**src/rtl/debounce_pkg.sv**
```systemverilog
// Shared types and width helpers for the multi-channel button conditioner.
// Counter widths are derived per instance from the timing parameters via width_for().
package debounce_pkg;

    typedef enum logic [1:0] {
        IDLE   = 2'd0,
        DELAY  = 2'd1,
        REPEAT = 2'd2
    } rep_state_t;

    localparam int unsigned SYNC_STAGES = 32'd2;
    localparam int unsigned STATE_W     = $bits(rep_state_t);

    // Bits needed for a counter that must hold 0..max_value (never narrower than 1).
    function automatic int unsigned width_for(input int unsigned max_value);
        if (max_value <= 32'd1) begin
            return 32'd1;
        end else begin
            return $clog2(max_value + 32'd1);
        end
    endfunction

endpackage

```
**src/rtl/debounce_channel.sv**
```systemverilog
// One button channel: 2-flop synchroniser, tick-based stability filter and
// typematic repeat FSM. All outputs come straight from flops.
module debounce_channel
    import debounce_pkg::*;
#(
    parameter int unsigned STABLE_TICKS  = 32'd10,
    parameter int unsigned REPEAT_EN     = 32'd1,
    parameter int unsigned REPEAT_DELAY  = 32'd500,
    parameter int unsigned REPEAT_PERIOD = 32'd100,
    parameter int unsigned ACTIVE_LOW    = 32'd0
) (
    input  logic clk,
    input  logic rst_n,
    input  logic tick,
    input  logic button,
    output logic level,
    output logic press,
    output logic release_pulse,
    output logic repeat_pulse
);

    localparam int unsigned CNT_W   = width_for(STABLE_TICKS);
    localparam int unsigned RPT_MAX = (REPEAT_DELAY > REPEAT_PERIOD) ? REPEAT_DELAY : REPEAT_PERIOD;
    localparam int unsigned RCNT_W  = width_for(RPT_MAX - 32'd1);

    localparam logic              INVERT      = (ACTIVE_LOW != 32'd0) ? 1'b1 : 1'b0;
    localparam logic [CNT_W-1:0]  CNT_LAST    = CNT_W'(STABLE_TICKS - 32'd1);
    localparam logic [CNT_W-1:0]  CNT_ONE     = CNT_W'(32'd1);
    localparam logic [CNT_W-1:0]  CNT_ZERO    = CNT_W'(32'd0);
    localparam logic [RCNT_W-1:0] DELAY_LAST  = RCNT_W'(REPEAT_DELAY - 32'd1);
    localparam logic [RCNT_W-1:0] PERIOD_LAST = RCNT_W'(REPEAT_PERIOD - 32'd1);
    localparam logic [RCNT_W-1:0] RCNT_ONE    = RCNT_W'(32'd1);
    localparam logic [RCNT_W-1:0] RCNT_ZERO   = RCNT_W'(32'd0);

    logic              sync1_r;
    logic              sync2_r;
    logic [CNT_W-1:0]  cnt_r;
    logic [CNT_W-1:0]  cnt_nxt_s;
    logic              level_r;
    logic              press_r;
    logic              release_r;
    logic              accept_s;
    logic              accept_press_s;
    logic              accept_release_s;
    rep_state_t        state_r;
    rep_state_t        state_nxt_s;
    logic [RCNT_W-1:0] rcnt_r;
    logic [RCNT_W-1:0] rcnt_nxt_s;
    logic              fire_s;
    logic              repeat_r;

    // Synchroniser: reset value 0 means "released" regardless of pin polarity.
    always_ff @(posedge clk or negedge rst_n) begin
        if (!rst_n) begin
            sync1_r <= 1'b0;
            sync2_r <= 1'b0;
        end else begin
            sync1_r <= button ^ INVERT;
            sync2_r <= sync1_r;
        end
    end

    // Stability filter: any cycle agreeing with level restarts the count.
    always_comb begin
        accept_s  = 1'b0;
        cnt_nxt_s = cnt_r;
        if (sync2_r == level_r) begin
            cnt_nxt_s = CNT_ZERO;
        end else if (tick) begin
            if (cnt_r == CNT_LAST) begin
                accept_s  = 1'b1;
                cnt_nxt_s = CNT_ZERO;
            end else begin
                cnt_nxt_s = cnt_r + CNT_ONE;
            end
        end else begin
            cnt_nxt_s = cnt_r;
        end
    end

    assign accept_press_s   = accept_s &  sync2_r;
    assign accept_release_s = accept_s & ~sync2_r;

    // Debounced level and its one-cycle edge pulses.
    always_ff @(posedge clk or negedge rst_n) begin
        if (!rst_n) begin
            cnt_r     <= CNT_ZERO;
            level_r   <= 1'b0;
            press_r   <= 1'b0;
            release_r <= 1'b0;
        end else begin
            cnt_r     <= cnt_nxt_s;
            level_r   <= accept_s ? sync2_r : level_r;
            press_r   <= accept_press_s;
            release_r <= accept_release_s;
        end
    end

    // Repeat FSM state register.
    always_ff @(posedge clk or negedge rst_n) begin
        if (!rst_n) begin
            state_r <= IDLE;
            rcnt_r  <= RCNT_ZERO;
        end else begin
            state_r <= state_nxt_s;
            rcnt_r  <= rcnt_nxt_s;
        end
    end

    // Repeat FSM next state; an accepted release overrides everything.
    always_comb begin
        state_nxt_s = state_r;
        rcnt_nxt_s  = rcnt_r;
        if (REPEAT_EN == 32'd0 || accept_release_s) begin
            state_nxt_s = IDLE;
            rcnt_nxt_s  = RCNT_ZERO;
        end else begin
            case (state_r)
                IDLE: begin
                    if (accept_press_s) begin
                        state_nxt_s = DELAY;
                        rcnt_nxt_s  = RCNT_ZERO;
                    end else begin
                        state_nxt_s = IDLE;
                    end
                end
                DELAY: begin
                    if (tick && rcnt_r == DELAY_LAST) begin
                        state_nxt_s = REPEAT;
                        rcnt_nxt_s  = RCNT_ZERO;
                    end else if (tick) begin
                        rcnt_nxt_s = rcnt_r + RCNT_ONE;
                    end else begin
                        rcnt_nxt_s = rcnt_r;
                    end
                end
                REPEAT: begin
                    if (tick && rcnt_r == PERIOD_LAST) begin
                        rcnt_nxt_s = RCNT_ZERO;
                    end else if (tick) begin
                        rcnt_nxt_s = rcnt_r + RCNT_ONE;
                    end else begin
                        rcnt_nxt_s = rcnt_r;
                    end
                end
                default: begin
                    state_nxt_s = IDLE;
                    rcnt_nxt_s  = RCNT_ZERO;
                end
            endcase
        end
    end

    // Repeat FSM output decode.
    always_comb begin
        fire_s = 1'b0;
        if (REPEAT_EN != 32'd0 && tick && !accept_release_s) begin
            case (state_r)
                DELAY:   fire_s = (rcnt_r == DELAY_LAST);
                REPEAT:  fire_s = (rcnt_r == PERIOD_LAST);
                default: fire_s = 1'b0;
            endcase
        end else begin
            fire_s = 1'b0;
        end
    end

    // Registered repeat pulse.
    always_ff @(posedge clk or negedge rst_n) begin
        if (!rst_n) begin
            repeat_r <= 1'b0;
        end else begin
            repeat_r <= fire_s;
        end
    end

    assign level         = level_r;
    assign press         = press_r;
    assign release_pulse = release_r;
    assign repeat_pulse  = repeat_r;

endmodule

```
**src/rtl/debounce_bank.sv**
```systemverilog
// Multi-channel debouncer: one shared tick prescaler driving CHANNELS
// independent debounce_channel instances.
module debounce_bank
    import debounce_pkg::*;
#(
    parameter int unsigned CHANNELS      = 32'd4,
    parameter int unsigned TICK_DIV      = 32'd50000,
    parameter int unsigned STABLE_TICKS  = 32'd10,
    parameter int unsigned REPEAT_EN     = 32'd1,
    parameter int unsigned REPEAT_DELAY  = 32'd500,
    parameter int unsigned REPEAT_PERIOD = 32'd100,
    parameter int unsigned ACTIVE_LOW    = 32'd0
) (
    input  logic                clk,
    input  logic                rst_n,
    input  logic [CHANNELS-1:0] button,
    output logic [CHANNELS-1:0] level,
    output logic [CHANNELS-1:0] press,
    output logic [CHANNELS-1:0] release_pulse,
    output logic [CHANNELS-1:0] repeat_pulse
);

    localparam int unsigned      DIV_W    = width_for(TICK_DIV - 32'd1);
    localparam logic [DIV_W-1:0] DIV_LAST = DIV_W'(TICK_DIV - 32'd1);
    localparam logic [DIV_W-1:0] DIV_ONE  = DIV_W'(32'd1);
    localparam logic [DIV_W-1:0] DIV_ZERO = DIV_W'(32'd0);

    logic [DIV_W-1:0] div_r;
    logic             tick_s;

    assign tick_s = (div_r == DIV_LAST);

    // Shared prescaler counting 0..TICK_DIV-1.
    always_ff @(posedge clk or negedge rst_n) begin
        if (!rst_n) begin
            div_r <= DIV_ZERO;
        end else if (tick_s) begin
            div_r <= DIV_ZERO;
        end else begin
            div_r <= div_r + DIV_ONE;
        end
    end

    for (genvar ch = 0; ch < CHANNELS; ch++) begin : g_ch
        debounce_channel #(
            .STABLE_TICKS  (STABLE_TICKS),
            .REPEAT_EN     (REPEAT_EN),
            .REPEAT_DELAY  (REPEAT_DELAY),
            .REPEAT_PERIOD (REPEAT_PERIOD),
            .ACTIVE_LOW    (ACTIVE_LOW)
        ) u_channel (
            .clk           (clk),
            .rst_n         (rst_n),
            .tick          (tick_s),
            .button        (button[ch]),
            .level         (level[ch]),
            .press         (press[ch]),
            .release_pulse (release_pulse[ch]),
            .repeat_pulse  (repeat_pulse[ch])
        );
    end

endmodule

```
**config.mk**
```make
export PLATFORM = sky130hd
export DESIGN_NAME = debounce_bank
export DESIGN_NICKNAME = d
export VERILOG_FILES = /design/src/rtl/debounce_pkg.sv /design/src/rtl/debounce_channel.sv /design/src/rtl/debounce_bank.sv
export SDC_FILE = /design/constraint.sdc
export NUM_CORES = 1
export LEC_CHECK = 0
export ABC_AREA = 1
export CORE_UTILIZATION = 50
export CTS_CLUSTER_SIZE = 28
export DETAILED_ROUTE_END_ITERATION = 7
export PLACE_DENSITY = 0.67
export SYNTH_ARGS = -nofsm -noshare
export SYNTH_HDL_FRONTEND = slang
export SYNTH_HIERARCHICAL = 1
export SYNTH_SLANG_ARGS = --single-unit
```
**constraint.sdc**
```tcl
create_clock -name clk -period 3.3 [get_ports clk]
set_input_delay 0.33 -clock clk [delete_from_list [all_inputs] [get_ports clk]]
set_output_delay 0.33 -clock clk [all_outputs]
set_load 0.1 [all_outputs]
```
Word level (Yosys, flattened, before mapping)
Cells that the tools add are included.
- $add $sub $neg: 9
- multiply operators: 0
- div/mod/pow operators: 0
- order comparisons: 0
- equal/unequal tests: 37
- shift-type cells: 0
- mux-type cells: 73
- bitwise logic cells: 12
- reduce and logical (&&, ||, !) cells: 28
- operators by type and width (cell ; number):
    9-bit 2-to-1 mux ; 20
    9-bit case mux with 3 select lines ; 4
    4-bit 2-to-1 mux ; 12
    9-bit by 1-bit adder with 9-bit output (second input constant) ; 4
    9-bit by 7-bit equality test with 1-bit output (second input constant) ; 4
    9-bit equality test (second input constant) ; 4
    3-bit by 1-bit inequality test with 1-bit output (second input constant) ; 8
    2-bit case mux with 3 select lines ; 4
    1-bit 2-to-1 mux ; 20
    16-bit by 1-bit adder with 16-bit output (second input constant) ; 1
    4-bit by 1-bit adder with 4-bit output (second input constant) ; 4
    16-bit equality test (second input constant) ; 1
    4-bit equality test (second input constant) ; 4
    16-bit 2-to-1 mux ; 1
    2-bit 2-to-1 mux ; 8
    1-bit logical AND ; 12
    1-bit bitwise AND ; 8
    2-bit by 1-bit equality test with 1-bit output (second input constant) ; 4
    2-bit equality test (second input constant) ; 4
    2-bit zero test ; 4
    2-bit by 1-bit inequality test with 1-bit output (second input constant) ; 4
    1-bit case mux with 2 select lines ; 4
    2-bit AND reduction ; 4
    2-bit nonzero test ; 4
    other kinds (3) ; 12
- register bits after elaboration: 100
- bits in latches: 0
- bits in writable memories: 0
- memory bits (read-only): 0
- logic and storage cells: 196
- memories: 0

Depth between registers and ports, before layout
- depth in word-level cells: 8
- mapped depth: 15
- gate-level depth less buffers: 14

Modules after synthesis
Netlist, hierarchy kept.
- modules (own cells, without submodules) (module ; instances ; cells each ; area an instance (µm²)):
    debounce_channel ; 4 ; 156 ; 1288.7
    debounce_bank ; 1 ; 121 ; 877.1

Worst setup path before layout
Ideal clock, no wire load.
- path kind: register to register
- start: register div_r[0]
- end: register g_ch[0].u_channel.rcnt_r[5]
- setup time: 0.121 ns
- data arrival time: 1.782 ns
- data required time: 3.179 ns
- setup slack: 1.397 ns
- cell stages (with the launch flop): 12
- buffers on the path: 1
- clock period less this slack: 1.903 ns
- path through: dfrtp_1 -> ha_1 -> nand3_2 -> nor2_1 -> nand2_2 -> inv_2 -> buf_4 -> nand2_1 -> nor2_1 -> nand2_1 -> xor2_1 -> o21ai_2
- cells in the longest elaborated chain, start to end: 5
- ends and longest elaborated chain (item ; RTL line ; source):
    start: declaration ; debounce_bank.sv:28 ; logic [DIV_W-1:0] div_r;
    start signal: assignment ; debounce_bank.sv:40 ; div_r <= div_r + DIV_ONE;
    16-bit equality test * ; debounce_bank.sv:31 ; assign tick_s = (div_r == DIV_LAST);
    named net tick_s ; debounce_bank.sv:29 ; logic tick_s;
    9-bit 2-to-1 mux, or another cell as far along ; -- ;
    9-bit 2-to-1 mux, or another cell as far along ; debounce_channel.sv:138 ; if (tick && rcnt_r == PERIOD_LAST) begin
    9-bit case mux with 3 select lines, or another cell as far along ; debounce_channel.sv:118 ; case (state_r)
    9-bit 2-to-1 mux / 3-bit by 1-bit inequality test with 1-bit output (equally long branches) ; -- ;
    end signal: assignment ; debounce_channel.sv:106 ; rcnt_r <= rcnt_nxt_s;
    end: declaration ; debounce_channel.sv:47 ; logic [RCNT_W-1:0] rcnt_r;
The timed path passes the listed nets; every way through them passes the cells marked *.
A chain may end at the register's enable or synchronous reset.

Worst setup path after layout
- start: register div_r[0]
- end: register g_ch[3].u_channel.rcnt_r[8]
- cells in the longest elaborated chain, start to end: 5
- ends and longest elaborated chain (item ; RTL line):
    16-bit equality test * ; debounce_bank.sv:31
    named net tick_s ; debounce_bank.sv:29
    9-bit 2-to-1 mux, or another cell as far along ; --
    9-bit 2-to-1 mux, or another cell as far along ; debounce_channel.sv:138
    9-bit case mux with 3 select lines, or another cell as far along ; debounce_channel.sv:118
    9-bit 2-to-1 mux / 3-bit by 1-bit inequality test with 1-bit output (equally long branches) ; --
    end signal: assignment ; debounce_channel.sv:106
    end: declaration ; debounce_channel.sv:47
Marks and branches as above.

==> impl_metrics.py <==
metrics = {
    "worst_setup_path": {
        "timing.reg2reg.worst_path_depth": 14,
        "crit_path_end_kind": "flop",
        "critical_path_required_ps": 3570,
        "crit_slowest_cell": "sky130_fd_sc_hd__dfrtp_1",
        "path_buf_inv": 4,
        "cp_top_family": "simple AND/OR/NAND/NOR gates",
        "timing.critical_path.cells": "ha_1 -> nand3_2 -> nor2_1 -> nand2_2 -> inv_2 -> buf_12 -> nand2_1 -> nor2_2 -> nand2_1 -> inv_1 -> nand3_1 -> nand2_1 -> inv_1 -> a21oi_1",
        "worst-endpoint-arrival_ps": 2750,
        "timing.critical_path.mode_cell": "sky130_fd_sc_hd__nand2_1",
        "crit_path_max_incr_delay_ps": 390,
        "crit_fanout": 24,
        "path_depth": 14,
        "worstSetupPathType": "flop to flop",
        "start_kind": "flop",
    },
    "clock_tree": {
        "post_cts_resize_count": 0,
        "clk_pin_slew_ps": 70,
        "cts-htree-levels": 3,
        "tritoncts": "done",
        "ctsRootBufferMaster": "sky130_fd_sc_hd__clkbuf_16",
        "clk_latency_ps": 350,
        "clock_sinks": 100,
        "numCtsBuffers": 9,
        "post_cts_hold_buffer_count": 0,
        "post-cts-setup-buffers": 0,
        "clock_path_buffers": 2,
    },
    "yosys": {
        "synth_top_area_cell": "sky130_fd_sc_hd__dfrtp_1",
        "synth_top_cells_by_area": "sky130_fd_sc_hd__dfrtp_1, sky130_fd_sc_hd__nand2_1, sky130_fd_sc_hd__nor2_1, sky130_fd_sc_hd__inv_1, sky130_fd_sc_hd__ha_1",
        "synth_ff_type": "sky130_fd_sc_hd__dfrtp_1",
        "synth.yosys.warnings": 6,
        "synth_mux_area_share_pct": 0,
        "synth-xor-area-share_pct": 3.049,
        "mean_post_synth_cell_area_um2": 8.097,
        "mappedNetlistNets": 780,
        "synth_simple_gate_area_share_pct": 33.85,
        "synth.top_cells.by_count": "sky130_fd_sc_hd__nand2_1, sky130_fd_sc_hd__nor2_1, sky130_fd_sc_hd__dfrtp_1, sky130_fd_sc_hd__inv_1, sky130_fd_sc_hd__nand3_1",
        "yosys.cell_types.count": 33,
        "synth.cell_area_um2": 6032,
        "synth_async_sr_flop_share_pct": 100.0,
        "post-synth-top-area-fraction_pct": 41.49,
        "synth-compound-area-share_pct": 8.235,
        "synth-adder-area-share_pct": 6.015,
        "synth_top_family_by_area": "simple AND/OR/NAND/NOR gates",
        "synth_enable_flop_cells": 0,
        "synthCells": 745,
        "library_cell_with_the_highest_instance_count_after_synthesis": "sky130_fd_sc_hd__nand2_1",
        "ys_ff_latch": 100,
        "synth_sequential_area_ratio_pct": 41.49,
    },
    "floorplanning": {
        "ios": 22,
        "fp-row-count": 39,
        "placeableCoreArea_um2": 11560,
        "initial_utilization_pct": 52.16,
        "die_h_um": 111.8,
        "floorplan.die.width_um": 111.8,
        "die_area_um2": 12510,
    },
    "timing": {
        "finalHoldViolations": 0,
        "period_minus_slack_ps": 2475,
        "final_setup_fails": 0,
        "grt_setup_unrepaired": "false",
        "layout_worst_path_cycle_share_pct": 75.00,
        "postLayoutSetupSlackWorst_ps": 825.2,
        "worst_pin_slew_ps": 972.2,
        "finalMaxSlewViolations": 0,
        "clock-skew-final_ps": 10.88,
        "setup-tns-final_ps": 0,
        "maxClockFrequency_ghz": 0.4041,
        "worst_slew_margin_rel_pct": 34.99,
    },
    "detailed_routing": {
        "detailedRoute.firstIterationViolations": 183,
        "route.detailed.drc": 2,
        "routed-via-count": 4638,
        "avgRoutedWirePerCell_um": 11.94,
        "drtPass1Iterations": 7,
        "detail-route-antenna-nets": 0,
        "avgViaCountPerCell": 5.025,
        "drt-total-wl_um": 11020,
    },
    "placement": {
        "routabilityCongestion": 0.8373,
        "pre_cts_slack_ps": 837.0,
        "place_area_um2": 6424,
        "post-dp-hpwl_um": 8064,
        "numPortBuffers": 21,
    },
    "run_status": {
        "outcome": "finished, violations left",
        "violations": "DRC",
    },
    "power": {
        "power.density_nw_per_um2": 337.3,
        "ir_worst_vdd_uv": 286.2,
        "p_leak_nw": 3.331,
    },
    "finish": {
        "area_delta_synth_final_pct": 11.06,
        "stdcell_area_um2": 6699,
        "antennaDiodeCount": 0,
        "final_layout_size_suffix_gt1_share_pct": 13.33,
        "fillerInstances": 1037,
        "num-nets-final": 811,
    },
    "grt": {
        "gr-usage-met1_pct": 24.63,
        "vias_in_the_first_global_route": 4649,
        "grt.busiest_layer": "met2",
        "grt_first_pass_wirelength_um": 20390,
        "globalRouteOverflowTotal": 0,
        "groute.usage.overall_pct": 19.98,
        "initial_antenna_violation_count": 0,
        "grt_use_met2_pct": 34.87,
        "grt_start_max_net_pins": 62,
        "groute.layer.met3.usage_pct": 5.389,
    },
    "job": {
        "cap_violations": 0,
    },
    "min_path": {
        "hp-class": "input pin to async pin",
    },
}
sequential cells by signal, summed over array words and instances (netlist names):
register and cells:
g_ch.u_channel/level 4, g_ch.u_channel/sync2_r 4, g_ch.u_channel/sync1_r 4, div_r 16
g_ch.u_channel/press 4, g_ch.u_channel/rcnt_r 36, g_ch.u_channel/repeat_pulse 4, g_ch.u_channel/release_pulse 4
g_ch.u_channel/cnt_r 16, g_ch.u_channel/state_r 8
metrics by stage:
step | instances | util, % | hold slack, ps | total power, W
after global placement | 908 | 55.54 | 332.5 | 0.001301
after CTS | 923 | 57.92 | 86.55 | 0.002306
after global routing | 923 | 57.92 | 125.9 | 0.002351
after detailed placement | 908 | 55.54 | 338.0 | 0.001303
final | 923 | 57.92 | 53.43 | 0.002259
after floorplan | 745 | - | 34.41 | 0.001267
final timing paths:
check / end / slack (ps) / startpoint
setup / recovery: g_ch[3].u_channel/rcnt_r[8] / 830 / div_r[0]
hold / removal: g_ch[3].u_channel/rcnt_r[8] / 50 / rst_n
setup reg to reg: g_ch[3].u_channel/rcnt_r[8] / 830 / div_r[0]
hold reg to reg: g_ch[1].u_channel/sync2_r / 360 / g_ch[1].u_channel/sync1_r
max in group asynchronous: div_r[4] / 2460 / rst_n
min in group clk: g_ch[1].u_channel/sync2_r / 360 / g_ch[1].u_channel/sync1_r
per-layer routing:
| layer | vias to the layer above | routed length (um) | share of wire [%] |
|---|---|---|---|
| li1 | 2403 | - | - |
| met5 | - | 0 | 0 |
| met4 | 0 | 52 | 0.47 |
| met2 | 44 | 5490 | 50 |
| met3 | 4 | 277 | 2.5 |
| met1 | 2187 | 5197 | 47 |
power breakdown:
group          internal (W)  switching [W]
clock              0.000530       0.000453
sequential          0.00123     0.00000273
combinational    0.00000979      0.0000339
layout make-up:
cell class | count | area [um^2] | area share, %
Clock buffer | 10 | 239.0 | 3.567
Clock inverter | 5 | 36.28 | 0.5417
Inverter | 105 | 414.1 | 6.182
Multi-Input combinational cell | 536 | 3085 | 46.06
Sequential cell | 100 | 2502 | 37.36
Tap cell | 143 | 178.9 | 2.671
Timing Repair Buffer | 24 | 242.7 | 3.623
cell usage in the layout (no fill, tap or decap), types with 5 or more instances in the layout:
cell                              count
sky130_fd_sc_hd__nand2_1            166
sky130_fd_sc_hd__nor2_1             109
sky130_fd_sc_hd__inv_1              100
sky130_fd_sc_hd__dfrtp_1            100
sky130_fd_sc_hd__nand3_1             46
sky130_fd_sc_hd__a21oi_1             41
sky130_fd_sc_hd__ha_1                29
sky130_fd_sc_hd__xor2_1              21
sky130_fd_sc_hd__clkdlybuf4s50_1     20
sky130_fd_sc_hd__nand2_2             18
sky130_fd_sc_hd__nand2_4             12
sky130_fd_sc_hd__o21ai_2             12
sky130_fd_sc_hd__nand4_1             10
sky130_fd_sc_hd__o21ai_0              9
sky130_fd_sc_hd__o21ai_1              9
sky130_fd_sc_hd__clkbuf_16            9
sky130_fd_sc_hd__nor2_2               8
sky130_fd_sc_hd__inv_6                5
kinds of logic (layout without fill, tap and decap cells):
kind of cell | count (synthesis) | in the layout
AO/OA/AOI/OAI | 84 | 84
XOR/XNOR | 21 | 21
adder cells (fa/ha/maj) | 29 | 29
buffers and inverters | 109 | 144
flip-flops | 100 | 100
AND/OR/NAND/NOR | 402 | 402
Power figures use the tool's default switching activity.
